File: src/rtl/if_stage.sv
// if_stage: instruction fetch stage with optional direct-mapped I-cache and flush handling
//
// Optional feature: define ICACHE_EN to build the direct-mapped instruction cache.
// Without it there is no cache storage, every fetch goes to memory and fills are no-ops.
//
// Ports:
//   clk          rising-edge clock
//   rst          synchronous active-low reset (priority over rdy and jump_or_not)
//   rdy          global ready; low freezes state, outputs and cache
//   pc_i         fetch address from the PC register
//   jump_or_not  flush: a redirect is taken this cycle
//   if_stall     downstream IF/ID register cannot accept
//   pc_reg_stall hold the PC register (combinational)
//   mem_req      memory fetch request, held until mem_done
//   mem_addr     fetch address presented to memory
//   mem_done     one-cycle pulse: mem_inst is valid
//   mem_inst     instruction word returned by memory
//   if_valid     if_pc/if_inst carry a live instruction
//   if_pc        PC of the fetched instruction
//   if_inst      fetched instruction word
module if_stage #(
    parameter int ICACHE_IDX = 6
) (
    input  logic        clk,
    input  logic        rst,
    input  logic        rdy,
    input  logic [31:0] pc_i,
    input  logic        jump_or_not,
    input  logic        if_stall,
    output logic        pc_reg_stall,
    output logic        mem_req,
    output logic [31:0] mem_addr,
    input  logic        mem_done,
    input  logic [31:0] mem_inst,
    output logic        if_valid,
    output logic [31:0] if_pc,
    output logic [31:0] if_inst
);

    typedef enum logic [1:0] {IDLE, WAIT, DISCARD} state_e;

    state_e      state_q, state_d;
    logic        mem_req_q, mem_req_d;
    logic [31:0] mem_addr_q, mem_addr_d;
    logic        if_valid_q, if_valid_d;
    logic [31:0] if_pc_q, if_pc_d;
    logic [31:0] if_inst_q, if_inst_d;

    logic        hit;
    logic [31:0] hit_data;
    logic        hold;

    assign hold = if_valid_q && if_stall;

`ifdef ICACHE_EN
    localparam int LINES = 1 << ICACHE_IDX;
    localparam int TAG_W = 30 - ICACHE_IDX;

    logic [LINES-1:0]      cv_q;
    logic [TAG_W-1:0]      ctag_q  [LINES];
    logic [31:0]           cdata_q [LINES];
    logic [ICACHE_IDX-1:0] rd_idx, wr_idx;
    logic                  fill;

    assign rd_idx   = pc_i[ICACHE_IDX+1:2];
    assign wr_idx   = mem_addr_q[ICACHE_IDX+1:2];
    assign hit      = cv_q[rd_idx] && (ctag_q[rd_idx] == pc_i[31:ICACHE_IDX+2]);
    assign hit_data = cdata_q[rd_idx];
    // Every returning fetch fills, including ones whose result is dropped by a flush.
    assign fill     = rdy && (state_q != IDLE) && mem_done;

    always_ff @(posedge clk) begin
        if (!rst)
            cv_q <= '0;
        else if (fill)
            cv_q[wr_idx] <= 1'b1;
    end

    always_ff @(posedge clk) begin
        if (rst && fill) begin
            ctag_q[wr_idx]  <= mem_addr_q[31:ICACHE_IDX+2];
            cdata_q[wr_idx] <= mem_inst;
        end
    end
`else
    logic unused_idx;

    assign unused_idx = (ICACHE_IDX > 0);
    assign hit        = 1'b0;
    assign hit_data   = '0;
`endif

    // State register; rdy low freezes everything, reset overrides rdy.
    always_ff @(posedge clk) begin
        if (!rst) begin
            state_q    <= IDLE;
            mem_req_q  <= 1'b0;
            mem_addr_q <= '0;
            if_valid_q <= 1'b0;
            if_pc_q    <= '0;
            if_inst_q  <= '0;
        end else if (rdy) begin
            state_q    <= state_d;
            mem_req_q  <= mem_req_d;
            mem_addr_q <= mem_addr_d;
            if_valid_q <= if_valid_d;
            if_pc_q    <= if_pc_d;
            if_inst_q  <= if_inst_d;
        end
    end

    // Next-state logic.
    always_comb begin
        state_d = state_q;
        unique case (state_q)
            IDLE:    state_d = (!jump_or_not && !hold && !hit) ? WAIT : IDLE;
            WAIT:    state_d = mem_done ? IDLE : (jump_or_not ? DISCARD : WAIT);
            DISCARD: state_d = mem_done ? IDLE : DISCARD;
            default: state_d = IDLE;
        endcase
    end

    // Output next-values; anything not assigned holds.
    always_comb begin
        mem_req_d  = mem_req_q;
        mem_addr_d = mem_addr_q;
        if_valid_d = if_valid_q;
        if_pc_d    = if_pc_q;
        if_inst_d  = if_inst_q;
        unique case (state_q)
            IDLE: begin
                if (jump_or_not) begin
                    if_valid_d = 1'b0;
                end else if (!hold) begin
                    if (hit) begin
                        if_valid_d = 1'b1;
                        if_pc_d    = pc_i;
                        if_inst_d  = hit_data;
                    end else begin
                        mem_req_d  = 1'b1;
                        mem_addr_d = pc_i;
                        if_valid_d = 1'b0;
                    end
                end
            end
            WAIT: begin
                if (mem_done) begin
                    mem_req_d  = 1'b0;
                    // A flush arriving with the data still drops the result.
                    if_valid_d = !jump_or_not;
                    if (!jump_or_not) begin
                        if_pc_d   = mem_addr_q;
                        if_inst_d = mem_inst;
                    end
                end else if (jump_or_not) begin
                    if_valid_d = 1'b0;
                end
            end
            DISCARD: begin
                if (mem_done)
                    mem_req_d = 1'b0;
            end
            default: begin
                mem_req_d  = 1'b0;
                if_valid_d = 1'b0;
            end
        endcase
    end

    // The PC must hold while a fetch is outstanding, while downstream holds a
    // live instruction, or when the current PC will miss and start a fetch.
    assign pc_reg_stall = (state_q != IDLE) || hold || !hit;

    assign mem_req  = mem_req_q;
    assign mem_addr = mem_addr_q;
    assign if_valid = if_valid_q;
    assign if_pc    = if_pc_q;
    assign if_inst  = if_inst_q;

endmodule
File: config.mk
export PLATFORM = sky130hd
export DESIGN_NAME = if_stage
export DESIGN_NICKNAME = d
export VERILOG_FILES = /design/src/rtl/if_stage.sv
export SDC_FILE = /design/constraint.sdc
export NUM_CORES = 1
export LEC_CHECK = 0
export BUFFER_PORTS_ARGS = -buffer_cell sky130_fd_sc_hd__buf_2
export CAP_MARGIN = 20
export CORE_MARGIN = 1.5
export CORE_UTILIZATION = 50
export CTS_CLUSTER_DIAMETER = 80
export CTS_CLUSTER_SIZE = 20
export DETAILED_ROUTE_END_ITERATION = 8
export PLACE_DENSITY = 0.92
export SETUP_SLACK_MARGIN = 0.3
export SLEW_MARGIN = 30
export SYNTH_ARGS = -nofsm -noshare
export SYNTH_HDL_FRONTEND = slang
export SYNTH_SLANG_ARGS = --single-unit
File: constraint.sdc
create_clock -name clk -period 4.3 [get_ports clk]
set_input_delay 0 -clock clk [delete_from_list [all_inputs] [get_ports clk]]
set_output_delay 0 -clock clk [all_outputs]
set_load 0.005 [all_outputs]
Word-level counts from Yosys, hierarchy flattened
Cells that the tools add are included.

Bits in registers: 100. Latch bits: 0. Memory bits (writable): 0. Memory bits (read-only): 0. Bits of input ports: 70. Output and inout port bits: 99. Logic and storage cells: 40. Memories: 0.

Add/sub/neg operators: 0. Multipliers: 0. Divide/modulo/power cells: 0. $lt $le $gt $ge: 0. Eq/ne operators: 7. Shift-type cells: 0. Mux-type cells: 14. Bitwise logic cells: 3. Reductions and logical operators: 10.

Operators with widths (count): 4-bit AND reduction (4); 1-bit 2-to-1 mux (8); 2-bit 2-to-1 mux (3); 3-bit != test, second input constant (2); 2-bit case mux with 3 select lines (1); 2-bit != test, second input constant (2); 1-bit NOT (3); 1-bit case mux with 3 select lines (1); 2-bit by 1-bit equality test with 1-bit output, second input constant (1); 2-bit equality test, second input constant (1); 1-bit logical AND (2); 1-bit logical NOT (2); 2-bit logical NOT (1); 2-bit by 1-bit != test with 1-bit output, second input constant (1); 1-bit case mux with 2 select lines (1); 2-bit OR reduction (1).

Depth between registers and ports, before layout
Gate-level depths: netlist of run 1.

Depth after elaboration: 5. Gate-level depth with buffers: 7. Gate-level depth less buffers: 5.

Least setup slack after synthesis of run 1
No wires, ideal clock.

Kind: register -> register. Start point: register state_q[0]. End point: register mem_addr_q[0], in the netlist mem_addr[0]. Setup time: 0.124 ns. Data arrival time: 1.238 ns. Data required time: 4.176 ns. Setup slack: 2.938 ns. Cell stages (with the launch flop): 8. Path buffers: 2. Clock period less this slack: 1.362 ns. Cells stage by stage: dfxtp_1 > inv_1 > ha_1 > and3b_1 > buf_4 > buf_4 > nand3_1 > a21boi_0.

Word-level cells in the longest chain between the ends: 2.

Ends and longest elaborated chain: start, declared (line 42) `state_e state_q, state_d;`; start signal, assigned (line 103) `state_q <= state_d;`; 2-bit logical NOT (line 130) `unique case (state_q)`; 4-bit AND reduction (no line); end signal, assigned (line 105) `mem_addr_q <= mem_addr_d;`; end, declared (line 44) `logic [31:0] mem_addr_q, mem_addr_d;`.

Every way passes these cells. A chain may end at the register's enable or synchronous reset.

Worst setup path in the final report of run 1
Start point: register state_q[1]. End point: register if_inst_q[31], in the netlist if_inst[31].

Word-level cells in the longest chain between the ends: 2.

Ends and longest elaborated chain: 2-bit by 1-bit equality test with 1-bit output (line 130); 4-bit AND reduction (no line); end signal, assigned (line 108) `if_inst_q <= if_inst_d;`; end, declared (line 47) `logic [31:0] if_inst_q, if_inst_d;`.

Every way passes these cells.

==> results.md, run 1 <==
- Outcome: complete, no violations
- Syn Nets: around 540
- CP Capture Type: flop
- Routing usage on met3: around 6.6%
- ANT cells: 0
- Grt total ovfl: 0
- Crit path max-delay family: buffers and inverters
- Power per cell area: ~300 nW/um^2
- Clock buffer depth: 2
- Layout cell share with drive strength beyond 1: about 37%
- Final HPWL DP: about 7.4 mm
- DRC: 0
- Vert. Die Dim: 95.7 um
- Crit path largest cell delay: 390 ps
- First-pass GRT wire length: 19.7 mm
- Cell with the most instances after synthesis: nand2_1
- Nets: 750
- DP Area: 5060 um^2
- Avg Cell Area, Syn: 9.18 um^2
- CTS Sinks: 100
- Vias in the first global route: 4163
- Die width: between 90 and 100 um
- Hold WC Path Type: in -> reg
- Post-synthesis cell type count: 33
- Worst slew pin tran: roughly 800 ps
- Crit-path slowest cell: nand4b_1
- Library cell with the largest summed area after synthesis: dfxtp_1
- Clk slew on worst S/H paths: around 90 ps
- Quantity of I/O buffers inserted on ports: roughly 170
- Hold_ws: between 30 and 40 ps
- Final GP Congestion: between 0.8 and 0.9
- Mapped Cells: 468
- Total power: around 1.8 mW
- CTS H-tree lvls: 3
- Crit-path cells: inv_1 -> ha_1 -> nand4b_1 -> buf_4 -> buf_12 -> nand2_1 -> a21boi_0
- Netlist Area Pre-Place: approximately 4300 um^2
- Initial antenna violation count: 0
- Ys Warns: 0
- CTS tree: built
- Bufs and invs on worst path: 3
- Root Buffer: clkbuf_8
- Tcrit/Tclk final: 48.7%
- WS Path Type: reg -> reg
- Setup crit start kind: flop
- Crit path DAT: 2350 ps
- VDD IR max: roughly 0.19 mV
- Setup_tns: 0 ps
- Final Hold Viols: 0
- Setup-failing EPs final: 0
- Via count: 4217
- Number of CTS-inserted buffers: 9
- FF+latch count, synth: 100
- Highest clock rate: around 480 MHz
- RSZ-0062 raised after global routing: false
- Post-route ant nets: 0
- Met2 Use GR: between 40% and 50%
- Post-synth EDFFs: 0
- Top Ports: between 150 and 200
- Pre-Repair DR Iteration Count: 5
- Crit path time final: between 2000 and 2500 ps
- Leakage: ~2.5 nW
- Part of the Yosys area used for sequential elements: 46.6%
- Num rows: 33
- CP required: about 4600 ps
- Routed wire per std cell: approximately 16 um
- Grt met1 use: between 30% and 40%
- Final design utilization: between 70% and 80%
- Primary FF master, synth: dfxtp_1
- Initial Utilization: a little over half
- Final slew viol count: 0
- Worst clock skew: between 7 and 8 ps
- Synth-to-layout area growth: 37.7%
- Max_cap viols: 0
- Worst skew pair latency: between 300 and 400 ps
- Floorplan Core Area: slightly above 8000 um^2
- Post-synth ARST share: 0%
- Routed WL: 12.9 mm
- Yosys top cell area share: 46.6%
- Slew HR: between 40% and 50%
- First DRT Iteration DRCs: 162
- Top post-synthesis cells by area: dfxtp_1, a21boi_2, nand2_1, a21boi_1, nand3_1
- Largest net degree at the start of global routing: just over 100
- Post-synth top cells: nand2_1, dfxtp_1, a21boi_2
- Aggregate global-route resource usage: between 20% and 30%
- Die area: ~9200 um^2
- Crit Path Max Fanout: 41
- Routed vias/inst: 5.38
- Final Instance Area: roughly 5900 um^2
- Busiest grt layer: met2
==> flip-flops by register name, indices dropped and copies added, names as in the netlist <==
name and flops:
mem_addr 32, if_inst 32, state_q 2, if_valid 1, mem_req 1, if_pc 32
==> cell families (layout without fill, tap and decap cells) <==
group | Yosys count | in the layout | share of synthesized area [%]
compound gates | 136 | 136 | 27.1
fa+ha+maj | 6 | 6 | 1.75
buf+inv | 45 | 256 | 6.55
flops | 100 | 100 | 46.6
mux | 1 | 1 | 0.233
other cells | 1 | 1 | 0.0873
simple gates | 179 | 179 | 17.7
==> path summary, 6_finish.rpt <==
check	startpoint	to	slack, ps	depth (start not counted)
hold / removal	rdy	state_q[0]$_SDFFE_PN0P_	30	3
hold reg to reg	mem_req$_SDFFE_PN0P_	mem_req$_SDFFE_PN0P_	460	2
setup reg to reg	state_q[1]$_SDFFE_PN0P_	if_inst[31]$_SDFFE_PN0P_	2210	7
setup / recovery	state_q[1]$_SDFFE_PN0P_	if_inst[31]$_SDFFE_PN0P_	2210	7
==> per-layer routing <==
| layer | up-vias | share of wire (%) |
|---|---|---|
| met2 | 222 | 49 |
| met1 | 1987 | 40 |
| met5 | - | 0 |
| li1 | 1972 | - |
| met4 | 0 | 2.5 |
| met3 | 36 | 8.1 |
==> what timing repair did <==
| action | CTS | global route |
|---|---|---|
| endpoints found under the hold margin | 64 | 0 |
| buffers inserted | 0 | 0 |
| hold buffers | 64 | 0 |
| setup endpoints to repair | 0 | 0 |
| resized for setup | 0 | 0 |
==> power by group <==
| part | internal (mW) | switching (mW) | leakage (nW) |
|---|---|---|---|
| Clock | 0.328 | 0.319 | 0.102 |
| Sequential | 0.945 | 0.0142 | 0.809 |
| Combinational | 0.110 | 0.0803 | 1.57 |
| Total | 1.38 | 0.414 | 2.48 |
==> worst reg2reg max path, cell delays in order (launching register included) <==
cell      delay, ps
dfxtp_1         370
inv_1           110
ha_1            240
nand4b_1        390
buf_4           310
buf_12          230
nand2_1         120
a21boi_0        230
==> final cells by class <==
type / instances / area [um^2]
sequential: 100 / 2000
fill: 566 / 2340
clock inverter: 6 / 88.8
clock buffer: 10 / 128
tap: 105 / 131
inverter: 5 / 18.8
timing repair buffer: 235 / 1530
multi-input combinational: 323 / 2020
==> through the flow <==
stage          std cells  setup WS (ps)
2_1_floorplan        468           2940
3_3_place_gp         702           2050
3_5_place_dp         704           2360
4_1_cts              784           2330
5_1_grt              784           2050
6_report             784           2210
==> cells in the final DEF, fill, tap and decap left out, drive strengths merged, types with 2 or more instances in the layout <==
cell / synthesis / final
a21boi: 98 / 98
buf: 22 / 171
bufinv: 0 / 2
clkbuf: 18 / 10
clkinv: 0 / 2
clkinvlp: 0 / 2
dfxtp: 100 / 100
dlygate4sd3: 0 / 64
ha: 6 / 6
inv: 5 / 5
nand2: 133 / 133
nand3: 32 / 32
nand4b: 3 / 3
nor2: 2 / 2
o21ai: 32 / 32
Power figures use the tool's default switching activity.
==> run 2, diff against run 1 <==
CORE_UTILIZATION = 44   (was 50)
PLACE_DENSITY = 0.86   (was 0.92)
clock period = 1.7 ns   (was 4.3 ns; I/O delays follow)
==> run 2 against run 1 <==
Effect of this change: cell area is 6.4% higher; fmax grew 47%; final cell count rose by 5.9%; clock power grew to 2.6 times the previous value; critical path type unchanged; largest cell class unchanged.
==> results.md, run 2 (synthesis results as in run 1) <==
- Crit-path cells: inv_6 -> ha_4 -> and4b_4 -> buf_12 -> clkbuf_16 -> nand2_1 -> a21boi_2
- Worst Setup SP: state_q[1]$_SDFFE_PN0P_
- Initial antenna violation count: 0 (unchanged)
- First-pass GRT wire length: 20.5 mm (+4.0%)
- Commonest non-fill, non-tap cell in the layout: buf_2
- RSZ-0062 raised after global routing: true
- CP required: 1990 ps (-2570 ps)
- Pre-Repair DR Iteration Count: 4 (-1)
- Reg2reg end: if_pc[29]$_SDFFE_PN0P_
- Aggregate global-route resource usage: 25.4% (-2.3 points)
- ANT cells: 0 (unchanged)
- Worst skew pair latency: 360 ps (about the same)
- Reg2reg start: state_q[1]$_SDFFE_PN0P_
- First DRT Iteration DRCs: 223 (+38%)
- Crit path largest cell delay: 370 ps (-20 ps)
- Routed wire per std cell: 16.7 um (+1.6%)
- Most frequent cells in the layout: buf_2, nand2_1, dfxtp_1
- Highest clock rate: 702 MHz (+47%)
- Grt total ovfl: 0 (unchanged)
- Crit path max-delay family: flip-flops
- DRC: 0 (unchanged)
- Critical path depth in cells: 7 (unchanged)
- Post-route setup slack: 275 ps (-1930 ps)
- Fin cells: 830 (+5.9%)
- Top Ports: 169 (unchanged)
- Power per cell area: 738 nW/um^2 (+140%)
- Worst clock skew: 15.4 ps (+7.71 ps)
- Final design utilization: 67.2% (-4.5 points)
- Setup_tns: 0 ps (unchanged)
- Layout cell share with drive strength beyond 1: 40.1% (+3.3 points)
- Hold_ws: 37.0 ps (+4.70 ps)
- Routed WL: 13.9 mm (+7.6%)
- Crit-path slowest cell: dfxtp_4
- Hold WC Path Type: in -> reg
- Crit Path Max Fanout: 9 (-78%)
- Routed vias/inst: 5.15 (-4.2%)
- Post-route ant nets: 0 (unchanged)
- Placed cells: 736 (+4.5%)
- CP Capture Type: flop
- Final Hold Viols: 0 (unchanged)
- Fillers: 683 (+21%)
- VDD IR max: 0.461 mV (+150%)
- CTS Sinks: 100 (unchanged)
- CTS H-tree lvls: 3 (unchanged)
- Setup crit end: if_pc[29]$_SDFFE_PN0P_
- Synth-to-layout area growth: 46.5%
- Setup crit start kind: flop
- Setup-failing EPs final: 0 (unchanged)
- Vias in the first global route: 4300 (+3.3%)
- Flop2flop setup slack: 270 ps (-1930 ps)
- Clk slew on worst S/H paths: 90 ps (about the same)
- Crit path DAT: 1720 ps (-630 ps)
- Final GP Congestion: 0.816 (-3.1%)
- Tcrit/Tclk final: 83.8% (+35 points)
- Num rows: 35 (+6.1%)
- Largest net degree at the start of global routing: 49 (-52%)
- Quantity of I/O buffers inserted on ports: 167 (unchanged)
- Final HPWL DP: 7.86 mm (+6.2%)
- Initial Utilization: 45.9% (-6.2 points)
- Leakage: 2.65 nW (+7.1%)
- Crit path time final: 1430 ps (-669 ps)
- Nets: 773 (+3.1%)
- Root Buffer: clkbuf_8
- Floorplan Core Area: 9370 um^2 (+13%)
- CTS tree: built
- Vert. Die Dim: 102 um (+6.4%)
- Number of CTS-inserted buffers: 9 (unchanged)
- Via count: 4275 (+1.4%)
- Max_cap viols: 0 (unchanged)
- Pre-CTS setup slack: 96.0 ps (-2260 ps)
- Die area: 10400 um^2 (+13%)
- Bufs and invs on worst path: 3 (unchanged)
- Outcome: complete, no violations
- Clock buffer depth: 2 (unchanged)
- Worst R2R Path Depth: 7 (unchanged)
- Final slew viol count: 0 (unchanged)
- Die width: 102 um (+6.4%)
- WS Path Type: reg -> reg
[run 2: cell count changes in the layout (fill, tap and decap cells not counted), sizes merged]
| cell | delta |
|---|---|
| inv | +1 |
| dlygate4sd3 | +1 |
| clkbuf | +2 |
| buf | +20 |
| clkinv | -2 |
[run 2: worst register-to-register path, stage by stage, from the launching register on]
cell and delay [ps]:
dfxtp_4 370, inv_6 80, ha_4 150, and4b_4 300, buf_12 140, clkbuf_16 160, nand2_1 70, a21boi_2 110
[run 2: what timing repair did]
action,4_1_cts,5_1_grt
setup buffers,4,4
pin swaps,2,5
hold buffers,65,0
endpoints found under the hold margin,65,0
endpoints found under the setup margin,89,68
gates cloned,4,2
resized for setup,28,37
[run 2: worst min-delay path by stage]
stage	cells after the start	from	endpoint	slack [ps]
after floorplan	2	mem_inst[10]	if_inst[10]$_SDFFE_PN0P_	140
after global placement	3	mem_inst[4]	if_inst[4]$_SDFFE_PN0P_	250
after detailed placement	3	mem_inst[29]	if_inst[29]$_SDFFE_PN0P_	260
after CTS	3	rdy	state_q[0]$_SDFFE_PN0P_	20
after global routing	3	rdy	state_q[0]$_SDFFE_PN0P_	40
final	3	rdy	state_q[0]$_SDFFE_PN0P_	40
[run 2: layout make-up]
cell class	count	area, um^2	area share, %
Multi-Input combinational cell	323	2070	32.9
Sequential cell	100	2010	31.9
Timing Repair Buffer	258	1820	28.8
Tap cell	129	161	2.56
Clock buffer	10	128	2.03
Clock inverter	5	86.3	1.37
Inverter	5	26.3	0.417
[run 2: report_power, final]
part	switching, mW	internal (mW)	total [mW]
sequential	0.0400	2.39	2.43
combinational	0.228	0.321	0.549
clock	0.836	0.833	1.67
[run 2: stage by stage]
| step | cell area (um^2) | power, mW |
|---|---|---|
| floorplan | 4300 | 2.67 |
| global placement | 5150 | 2.83 |
| detailed placement | 5150 | 2.84 |
| CTS | 6180 | 4.62 |
| global route | 6300 | 4.80 |
| finish | 6300 | 4.65 |
[run 2: per-layer routing]
layer	routed length, um	vias up	track usage, %	part of all wire (%)
li1	-	2022	-	-
met1	5420	2011	26.9	39
met2	6990	203	47.2	50
met3	1100	37	7.39	7.9
met4	353	2	10.0	2.5
met5	7	-	0	0.050
